==> config.mk <==
export PLATFORM = sky130hd
export DESIGN_NAME = multicycle_main_control
export DESIGN_NICKNAME = d
export VERILOG_FILES = /design/src/rtl/riscv_ctrl_pkg.sv /design/src/rtl/imm_src_decoder.sv /design/src/rtl/multicycle_main_control.sv
export SDC_FILE = /design/constraint.sdc
export NUM_CORES = 1
export LEC_CHECK = 0
export BUFFER_PORTS_ARGS = -buffer_cell sky130_fd_sc_hd__clkbuf_2
export CAP_MARGIN = 20
export CORE_MARGIN = 10
export CORE_UTILIZATION = 50
export CTS_CLUSTER_DIAMETER = 80
export CTS_CLUSTER_SIZE = 10
export DETAILED_ROUTE_END_ITERATION = 6
export PLACE_DENSITY = 0.84
export REMOVE_ABC_BUFFERS = 1
export SLEW_MARGIN = 20
export SYNTH_ARGS = -nofsm -noshare
export SYNTH_HDL_FRONTEND = slang
export SYNTH_HIERARCHICAL = 1
export SYNTH_SLANG_ARGS = --single-unit
==> constraint.sdc <==
create_clock -name clk -period 2.1 [get_ports clk]
set_input_delay 0.21 -clock clk [delete_from_list [all_inputs] [get_ports clk]]
set_output_delay 0.21 -clock clk [all_outputs]
set_load 0.02 [all_outputs]
==> src/rtl/riscv_ctrl_pkg.sv <==
// Shared encodings for the RISC-V control path: FSM states, opcodes,
// ALU operation classes and datapath mux selects.
package riscv_ctrl_pkg;

  typedef enum logic [3:0] {
    FETCH    = 4'd0,
    DECODE   = 4'd1,
    MEMADR   = 4'd2,
    MEMREAD  = 4'd3,
    MEMWB    = 4'd4,
    MEMWRITE = 4'd5,
    EXECR    = 4'd6,
    EXECI    = 4'd7,
    ALUWB    = 4'd8,
    BEQ      = 4'd9,
    JAL      = 4'd10
  } state_t;

  localparam logic [6:0] OP_LW  = 7'b0000011;
  localparam logic [6:0] OP_SW  = 7'b0100011;
  localparam logic [6:0] OP_R   = 7'b0110011;
  localparam logic [6:0] OP_I   = 7'b0010011;
  localparam logic [6:0] OP_BEQ = 7'b1100011;
  localparam logic [6:0] OP_JAL = 7'b1101111;

  localparam logic [1:0] ALUOP_ADD   = 2'b00;
  localparam logic [1:0] ALUOP_SUB   = 2'b01;
  localparam logic [1:0] ALUOP_FUNCT = 2'b10;

  localparam logic       ADR_PC  = 1'b0;
  localparam logic       ADR_ALU = 1'b1;

  localparam logic [1:0] RES_ALUOUT    = 2'b00;
  localparam logic [1:0] RES_DATA      = 2'b01;
  localparam logic [1:0] RES_ALURESULT = 2'b10;

  localparam logic [1:0] SRCA_PC    = 2'b00;
  localparam logic [1:0] SRCA_OLDPC = 2'b01;
  localparam logic [1:0] SRCA_RS1   = 2'b10;

  localparam logic [1:0] SRCB_RS2  = 2'b00;
  localparam logic [1:0] SRCB_IMM  = 2'b01;
  localparam logic [1:0] SRCB_FOUR = 2'b10;

  localparam logic [1:0] IMM_I = 2'b00;
  localparam logic [1:0] IMM_S = 2'b01;
  localparam logic [1:0] IMM_B = 2'b10;
  localparam logic [1:0] IMM_J = 2'b11;

endpackage

==> src/rtl/imm_src_decoder.sv <==
// Opcode to immediate-format select; purely combinational so pipelined
// variants can reuse it in their decode stage.
module imm_src_decoder
  import riscv_ctrl_pkg::*;
(
  input  logic [6:0] i_op,
  output logic [1:0] o_imm_src
);

  always_comb begin
    o_imm_src = IMM_I;
    case (i_op)
      OP_SW:   o_imm_src = IMM_S;
      OP_BEQ:  o_imm_src = IMM_B;
      OP_JAL:  o_imm_src = IMM_J;
      default: o_imm_src = IMM_I;
    endcase
  end

endmodule

==> src/rtl/multicycle_main_control.sv <==
// Main control FSM of the multicycle RISC-V datapath: sequences each
// instruction and drives every enable, mux select and the ALU op class.
module multicycle_main_control
  import riscv_ctrl_pkg::*;
(
  input  logic       clk,
  input  logic       rst_n,
  input  logic [6:0] op,
  input  logic       zero,
  input  logic       mem_ready,
  output logic       pc_write,
  output logic       adr_src,
  output logic       mem_write,
  output logic       ir_write,
  output logic [1:0] result_src,
  output logic [1:0] alu_src_a,
  output logic [1:0] alu_src_b,
  output logic       reg_write,
  output logic [1:0] alu_op,
  output logic [1:0] imm_src,
  output logic       illegal_op
);

  state_t r_state;
  state_t w_next_state;
  logic [1:0] w_imm_src;

  imm_src_decoder u_imm_src_decoder (
    .i_op      (op),
    .o_imm_src (w_imm_src)
  );

  assign imm_src = w_imm_src;

  always_ff @(posedge clk) begin
    if (!rst_n) r_state <= FETCH;
    else        r_state <= w_next_state;
  end

  always_comb begin
    w_next_state = r_state;
    case (r_state)
      FETCH:    w_next_state = mem_ready ? DECODE : FETCH;
      DECODE: begin
        case (op)
          OP_LW, OP_SW: w_next_state = MEMADR;
          OP_R:         w_next_state = EXECR;
          OP_I:         w_next_state = EXECI;
          OP_BEQ:       w_next_state = BEQ;
          OP_JAL:       w_next_state = JAL;
          default:      w_next_state = FETCH;
        endcase
      end
      MEMADR:   w_next_state = (op == OP_SW) ? MEMWRITE : MEMREAD;
      MEMREAD:  w_next_state = mem_ready ? MEMWB : MEMREAD;
      MEMWB:    w_next_state = FETCH;
      MEMWRITE: w_next_state = mem_ready ? FETCH : MEMWRITE;
      EXECR:    w_next_state = ALUWB;
      EXECI:    w_next_state = ALUWB;
      ALUWB:    w_next_state = FETCH;
      BEQ:      w_next_state = FETCH;
      JAL:      w_next_state = ALUWB;
      default:  w_next_state = FETCH;
    endcase
  end

  always_comb begin
    pc_write   = 1'b0;
    adr_src    = ADR_PC;
    mem_write  = 1'b0;
    ir_write   = 1'b0;
    result_src = RES_ALUOUT;
    alu_src_a  = SRCA_PC;
    alu_src_b  = SRCB_RS2;
    reg_write  = 1'b0;
    alu_op     = ALUOP_ADD;
    illegal_op = 1'b0;
    case (r_state)
      FETCH: begin
        adr_src    = ADR_PC;
        alu_src_a  = SRCA_PC;
        alu_src_b  = SRCB_FOUR;
        alu_op     = ALUOP_ADD;
        result_src = RES_ALURESULT;
        ir_write   = mem_ready;
        pc_write   = mem_ready;
      end
      DECODE: begin
        alu_src_a = SRCA_OLDPC;
        alu_src_b = SRCB_IMM;
        alu_op    = ALUOP_ADD;
        case (op)
          OP_LW, OP_SW, OP_R, OP_I, OP_BEQ, OP_JAL: illegal_op = 1'b0;
          default:                                  illegal_op = 1'b1;
        endcase
      end
      MEMADR: begin
        alu_src_a = SRCA_RS1;
        alu_src_b = SRCB_IMM;
        alu_op    = ALUOP_ADD;
      end
      MEMREAD: begin
        adr_src    = ADR_ALU;
        result_src = RES_ALUOUT;
      end
      MEMWB: begin
        result_src = RES_DATA;
        reg_write  = 1'b1;
      end
      MEMWRITE: begin
        adr_src    = ADR_ALU;
        result_src = RES_ALUOUT;
        mem_write  = 1'b1;
      end
      EXECR: begin
        alu_src_a = SRCA_RS1;
        alu_src_b = SRCB_RS2;
        alu_op    = ALUOP_FUNCT;
      end
      EXECI: begin
        alu_src_a = SRCA_RS1;
        alu_src_b = SRCB_IMM;
        alu_op    = ALUOP_FUNCT;
      end
      ALUWB: begin
        result_src = RES_ALUOUT;
        reg_write  = 1'b1;
      end
      BEQ: begin
        alu_src_a  = SRCA_RS1;
        alu_src_b  = SRCB_RS2;
        alu_op     = ALUOP_SUB;
        result_src = RES_ALUOUT;
        pc_write   = zero;
      end
      JAL: begin
        alu_src_a  = SRCA_OLDPC;
        alu_src_b  = SRCB_FOUR;
        alu_op     = ALUOP_ADD;
        result_src = RES_ALUOUT;
        pc_write   = 1'b1;
      end
      default: ;
    endcase
    // Reset overrides whatever state is held: FETCH selects, no side effects.
    if (!rst_n) begin
      pc_write   = 1'b0;
      adr_src    = ADR_PC;
      mem_write  = 1'b0;
      ir_write   = 1'b0;
      result_src = RES_ALURESULT;
      alu_src_a  = SRCA_PC;
      alu_src_b  = SRCB_FOUR;
      reg_write  = 1'b0;
      alu_op     = ALUOP_ADD;
      illegal_op = 1'b0;
    end
  end

endmodule

==> report_table.html <==
<table>
<tr><th>Metric</th><th>Value</th></tr>
<tr><th colspan="2">Run status</th></tr>
<tr><td>Status</td><td>finished clean</td></tr>
<tr><th colspan="2">Clock tree</th></tr>
<tr><td>Maximum buffer depth of the clock tree</td><td>2</td></tr>
<tr><td>Sinks on the clock net</td><td>4</td></tr>
<tr><td>Total clock buffers created by CTS</td><td>3</td></tr>
<tr><td>Clock-pin slew on the worst setup and hold paths</td><td>0.04 ns</td></tr>
<tr><td>Count of H-tree levels built during CTS</td><td>1</td></tr>
<tr><td>CTS tree</td><td>done</td></tr>
<tr><td>Latest clock arrival within the worst-skew pair</td><td>0.24 ns</td></tr>
<tr><td>Clock root buffer</td><td>sky130_fd_sc_hd__clkbuf_4</td></tr>
<tr><th colspan="2">Detailed routing</th></tr>
<tr><td>Final routed wire length divided by cell count</td><td>~14 microns</td></tr>
<tr><td>Drt first pass iters</td><td>5</td></tr>
<tr><td>Starting DRT DRC Count</td><td>15</td></tr>
<tr><td>Sum of routed wire length over all layers</td><td>1.78 mm</td></tr>
<tr><td>Count of vias placed by the detailed router</td><td>716</td></tr>
<tr><td>Antenna violation net count after detailed routing</td><td>0</td></tr>
<tr><td>Vias/cell</td><td>5.55</td></tr>
<tr><td>Remaining design rule violation count</td><td>0</td></tr>
<tr><th colspan="2">Floorplan</th></tr>
<tr><td>Chip height</td><td>~56 microns</td></tr>
<tr><td>Full die area</td><td>3150 sq um</td></tr>
<tr><td>Num rows</td><td>12</td></tr>
<tr><td>Initial Utilization</td><td>a little under three fifths</td></tr>
<tr><td>Core Box Area</td><td>1170 sq um</td></tr>
<tr><td>Width of the chip</td><td>~56 microns</td></tr>
<tr><td>Top Ports</td><td>27</td></tr>
<tr><th colspan="2">Timing</th></tr>
<tr><td>Slew at the pin closest to its max-slew limit</td><td>0.703 ns</td></tr>
<tr><td>Max Freq</td><td>around 530 MHz</td></tr>
<tr><td>Worst setup slack after layout</td><td>~0.2 ns</td></tr>
<tr><td>Clock period minus worst slack</td><td>~1.9 ns</td></tr>
<tr><td>Tightest slew margin relative to the limit</td><td>between 50% and 60%</td></tr>
<tr><td>Final number of hold-violating endpoints</td><td>0</td></tr>
<tr><td>Number of slew-limit violations in the final report</td><td>0</td></tr>
<tr><td>Final period utilization</td><td>between 90% and 100%</td></tr>
<tr><td>Unrepaired setup endpoints after global routing</td><td>false</td></tr>
<tr><td>Setup violation total in the final timing report</td><td>0</td></tr>
<tr><td>Setup clock skew after layout</td><td>roughly 0.012 ns</td></tr>
<tr><td>Total Negative Setup Slacks</td><td>0 ns</td></tr>
<tr><th colspan="2">Layout</th></tr>
<tr><td>Fraction of final layout cells with drive strength greater than 1</td><td>34.8%</td></tr>
<tr><td>Largest registers</td><td>r_state: 4 flops</td></tr>
<tr><td>Multi-input gate area in the final layout</td><td>514 sq um</td></tr>
<tr><td>Biggest register</td><td>r_state</td></tr>
<tr><td>Total area of sequential cells</td><td>~81 sq um</td></tr>
<tr><td>Area Overhead vs Synth</td><td>18.6%</td></tr>
<tr><td>Antenna diodes</td><td>0</td></tr>
<tr><td>Number of flip-flops in the largest register</td><td>4</td></tr>
<tr><td>Post-layout utilization of the core</td><td>approximately 66%</td></tr>
<tr><td>Count of placed standard cells in the final layout, fillers left out</td><td>129</td></tr>
<tr><td>Number of nets in the layout</td><td>between 100 and 150</td></tr>
<tr><td>Filler cell count</td><td>~110</td></tr>
<tr><th colspan="2">Hold path</th></tr>
<tr><td>Hold Crit Start</td><td>mem_ready</td></tr>
<tr><td>Path category of the worst min-delay check</td><td>primary input to register</td></tr>
<tr><td>Cells on Worst Hold Path</td><td>3</td></tr>
<tr><td>Hold Path Sink</td><td>r_state[0]$_SDFF_PN0_</td></tr>
<tr><th colspan="2">Global route</th></tr>
<tr><td>Via count of the first global-routing pass</td><td>about 650</td></tr>
<tr><td>Largest net degree at the start of global routing</td><td>20</td></tr>
<tr><td>Antenna violations before repair</td><td>0</td></tr>
<tr><td>Total global-route track usage</td><td>a little over a tenth</td></tr>
<tr><td>Wire length of the first global-routing pass</td><td>between 2 and 3 mm</td></tr>
<tr><td>Total global routing overflow</td><td>0</td></tr>
<tr><th colspan="2">Logic synthesis</th></tr>
<tr><td>Area leader, netlist</td><td>sky130_fd_sc_hd__dfxtp_1</td></tr>
<tr><td>Cell Area, Synth</td><td>roughly 650 sq um</td></tr>
<tr><td>Number of warnings reported in the yosys synthesis log</td><td>6</td></tr>
<tr><td>Number of different library cells in the post-synthesis netlist</td><td>42</td></tr>
<tr><td>Share of the yosys chip area belonging to registers</td><td>12.3%</td></tr>
<tr><td>Dominant synthesized flop cell</td><td>sky130_fd_sc_hd__dfxtp_1</td></tr>
<tr><td>Leading post-synthesis cells by instance count</td><td>sky130_fd_sc_hd__nand2_1, sky130_fd_sc_hd__nor2_1, sky130_fd_sc_hd__a21oi_1, sky130_fd_sc_hd__nor2b_1, sky130_fd_sc_hd__nor3_1</td></tr>
<tr><td>Count of flip-flops with a built-in enable after synthesis</td><td>0</td></tr>
<tr><td>Most frequently used cell type in the post-synthesis netlist</td><td>sky130_fd_sc_hd__nand2_1</td></tr>
<tr><td>Synthesized area per cell</td><td>just over 7 sq um</td></tr>
<tr><td>Flip-flop and latch count after synthesis</td><td>4</td></tr>
<tr><td>Asr flop ratio synth</td><td>0%</td></tr>
<tr><td>Fraction of post-synthesis cell area in the top cell type by area</td><td>~12%</td></tr>
<tr><td>Ranking of synthesized cells by area</td><td>sky130_fd_sc_hd__dfxtp_1, sky130_fd_sc_hd__nand2_1, sky130_fd_sc_hd__nor2_1</td></tr>
<tr><td>Cell count after synthesis</td><td>a little over 90</td></tr>
<tr><th colspan="2">Worst setup path</th></tr>
<tr><td>Slack of the worst reg-to-reg path</td><td>roughly 0.56 ns</td></tr>
<tr><td>Slowest CP cell</td><td>sky130_fd_sc_hd__or4b_1</td></tr>
<tr><td>Worst setup path class</td><td>register to output pin</td></tr>
<tr><td>Gate family responsible for the most delay along the worst path</td><td>simple AND/OR/NAND/NOR gates</td></tr>
<tr><td>Worst EP arrival</td><td>between 1.5 and 2 ns</td></tr>
<tr><td>Nature of the critical path startpoint</td><td>register</td></tr>
<tr><td>Cell depth of the worst flop-to-flop path</td><td>4</td></tr>
<tr><td>FF-to-FF Start</td><td>r_state[1]$_SDFF_PN0_</td></tr>
<tr><td>Maximum single-stage delay on the critical path</td><td>about 0.54 ns</td></tr>
<tr><td>Endpoint of the lowest-slack register-to-register path</td><td>r_state[2]$_SDFF_PN0_</td></tr>
<tr><td>Req. time, crit path</td><td>1.89 ns</td></tr>
<tr><td>Buf/Inv on CP</td><td>2</td></tr>
<tr><td>Kind of capture point of the worst setup path</td><td>output pin</td></tr>
<tr><td>Max Fanout on Critical Path</td><td>13</td></tr>
<tr><td>Cells along the critical path</td><td>inv_1 -&gt; or4b_1 -&gt; a21boi_1 -&gt; clkbuf_2</td></tr>
<tr><th colspan="2">Placed design</th></tr>
<tr><td>Placer Congestion</td><td>about 0.78</td></tr>
<tr><td>Placed wire-length estimate</td><td>approximately 1.4 mm</td></tr>
<tr><td>Placed cell count</td><td>126</td></tr>
<tr><td>Setup WS pre-CTS</td><td>0.297 ns</td></tr>
<tr><td>Number of buffer cells added on primary ports</td><td>26</td></tr>
<tr><th colspan="2">Pwr</th></tr>
<tr><td>Power density over cell area</td><td>around 330 nW/um^2</td></tr>
<tr><td>Leakage</td><td>roughly 0.35 nW</td></tr>
<tr><td>Max IR drop VDD</td><td>approximately 0.45 mV</td></tr>
<tr><th colspan="2">Job</th></tr>
<tr><td>Count of max-cap constraint violations</td><td>0</td></tr>
</table>
worst max-delay path by stage:
stage / start / endpoint / slack, ns / cells past startpoint
finish: r_state[0]$_SDFF_PN0_ / alu_src_a[1] / 0.20 / 4
global route: r_state[3]$_SDFF_PN0_ / alu_src_a[1] / 0.07 / 3
CTS: r_state[0]$_SDFF_PN0_ / alu_src_a[1] / 0.05 / 4
detailed placement: r_state[0]$_SDFF_PN0_ / alu_src_a[1] / 0.30 / 4
global placement: r_state[0]$_SDFF_PN0_ / alu_src_a[1] / 0.37 / 4
floorplan: r_state[0]$_SDFF_PN0_ / alu_src_a[1] / 0.39 / 3
worst register-to-register path, cell delays in order (launching register included):
cell,delay (ns)
sky130_fd_sc_hd__dfxtp_1,0.59
sky130_fd_sc_hd__nor2b_4,0.26
sky130_fd_sc_hd__a22oi_1,0.10
sky130_fd_sc_hd__or3_1,0.37
sky130_fd_sc_hd__a21oi_2,0.15
power by group:
part,internal (W),switching (W)
Sequential,0.0000780,0.00000552
Combinational,0.0000319,0.0000453
Clock,0.0000641,0.0000336
final cells by class:
cell class / count / share of cell area [%]
Timing Repair Buffer: 26 / 16.8
Sequential cell: 4 / 10.5
Clock buffer: 3 / 2.91
Inverter: 2 / 0.971
Multi-Input combinational cell: 80 / 66.5
Tap cell: 14 / 2.27
stage by stage:
step / instance area (sq um) / hold WS, ns / total power [W]
6_report: 773 / 0.358 / 0.000258
5_1_grt: 773 / 0.389 / 0.000270
4_1_cts: 772 / 0.363 / 0.000259
3_5_place_dp: 749 / 0.613 / 0.000161
3_3_place_gp: 749 / 0.605 / 0.000159
2_1_floorplan: 602 / 0.344 / 0.000129
metal layers:
metal	vias to the layer above	routed length, microns	global-route usage, %
met1	320	772	12.7
li1	376	-	-
met2	20	914	18.6
met4	0	0	1.02
met3	0	93	3.64
met5	-	0	0
cell usage in the layout (no fill, tap or decap), types with 2 or more instances in the layout:
cell type                  synthesis  routed
sky130_fd_sc_hd__nor2_1           10      10
sky130_fd_sc_hd__nand2_1          11      11
sky130_fd_sc_hd__clkbuf_4          0       3
sky130_fd_sc_hd__nor2b_1           5       5
sky130_fd_sc_hd__xor2_1            2       2
sky130_fd_sc_hd__o21ai_0           3       3
sky130_fd_sc_hd__dfxtp_1           4       3
sky130_fd_sc_hd__clkbuf_2          0      26
sky130_fd_sc_hd__and3_1            3       3
sky130_fd_sc_hd__o21ai_1           2       2
sky130_fd_sc_hd__nand3_1           3       3
sky130_fd_sc_hd__nor3_1            5       5
sky130_fd_sc_hd__or3_1             2       2
sky130_fd_sc_hd__xnor2_1           2       2
sky130_fd_sc_hd__a21boi_1          2       2
sky130_fd_sc_hd__a21oi_1           5       5
sky130_fd_sc_hd__a22oi_1           2       2
sky130_fd_sc_hd__nand2b_1          2       2
sky130_fd_sc_hd__and4b_1           2       2
logic make-up after synthesis:
| family | count (synthesis) | share of synthesized area, % |
|---|---|---|
| AND/OR/NAND/NOR | 53 | 47.6 |
| AO/OA/AOI/OAI | 21 | 22.6 |
| buffers and inverters | 8 | 8.83 |
| XOR/XNOR | 4 | 5.38 |
| flip-flops | 4 | 12.3 |
| multiplexers | 2 | 3.26 |
what timing repair did:
action	CTS	global route
hold buffers	0	0
resized for setup	0	1
setup endpoints to repair	0	1
setup buffers	0	0
Power figures use the tool's default switching activity.
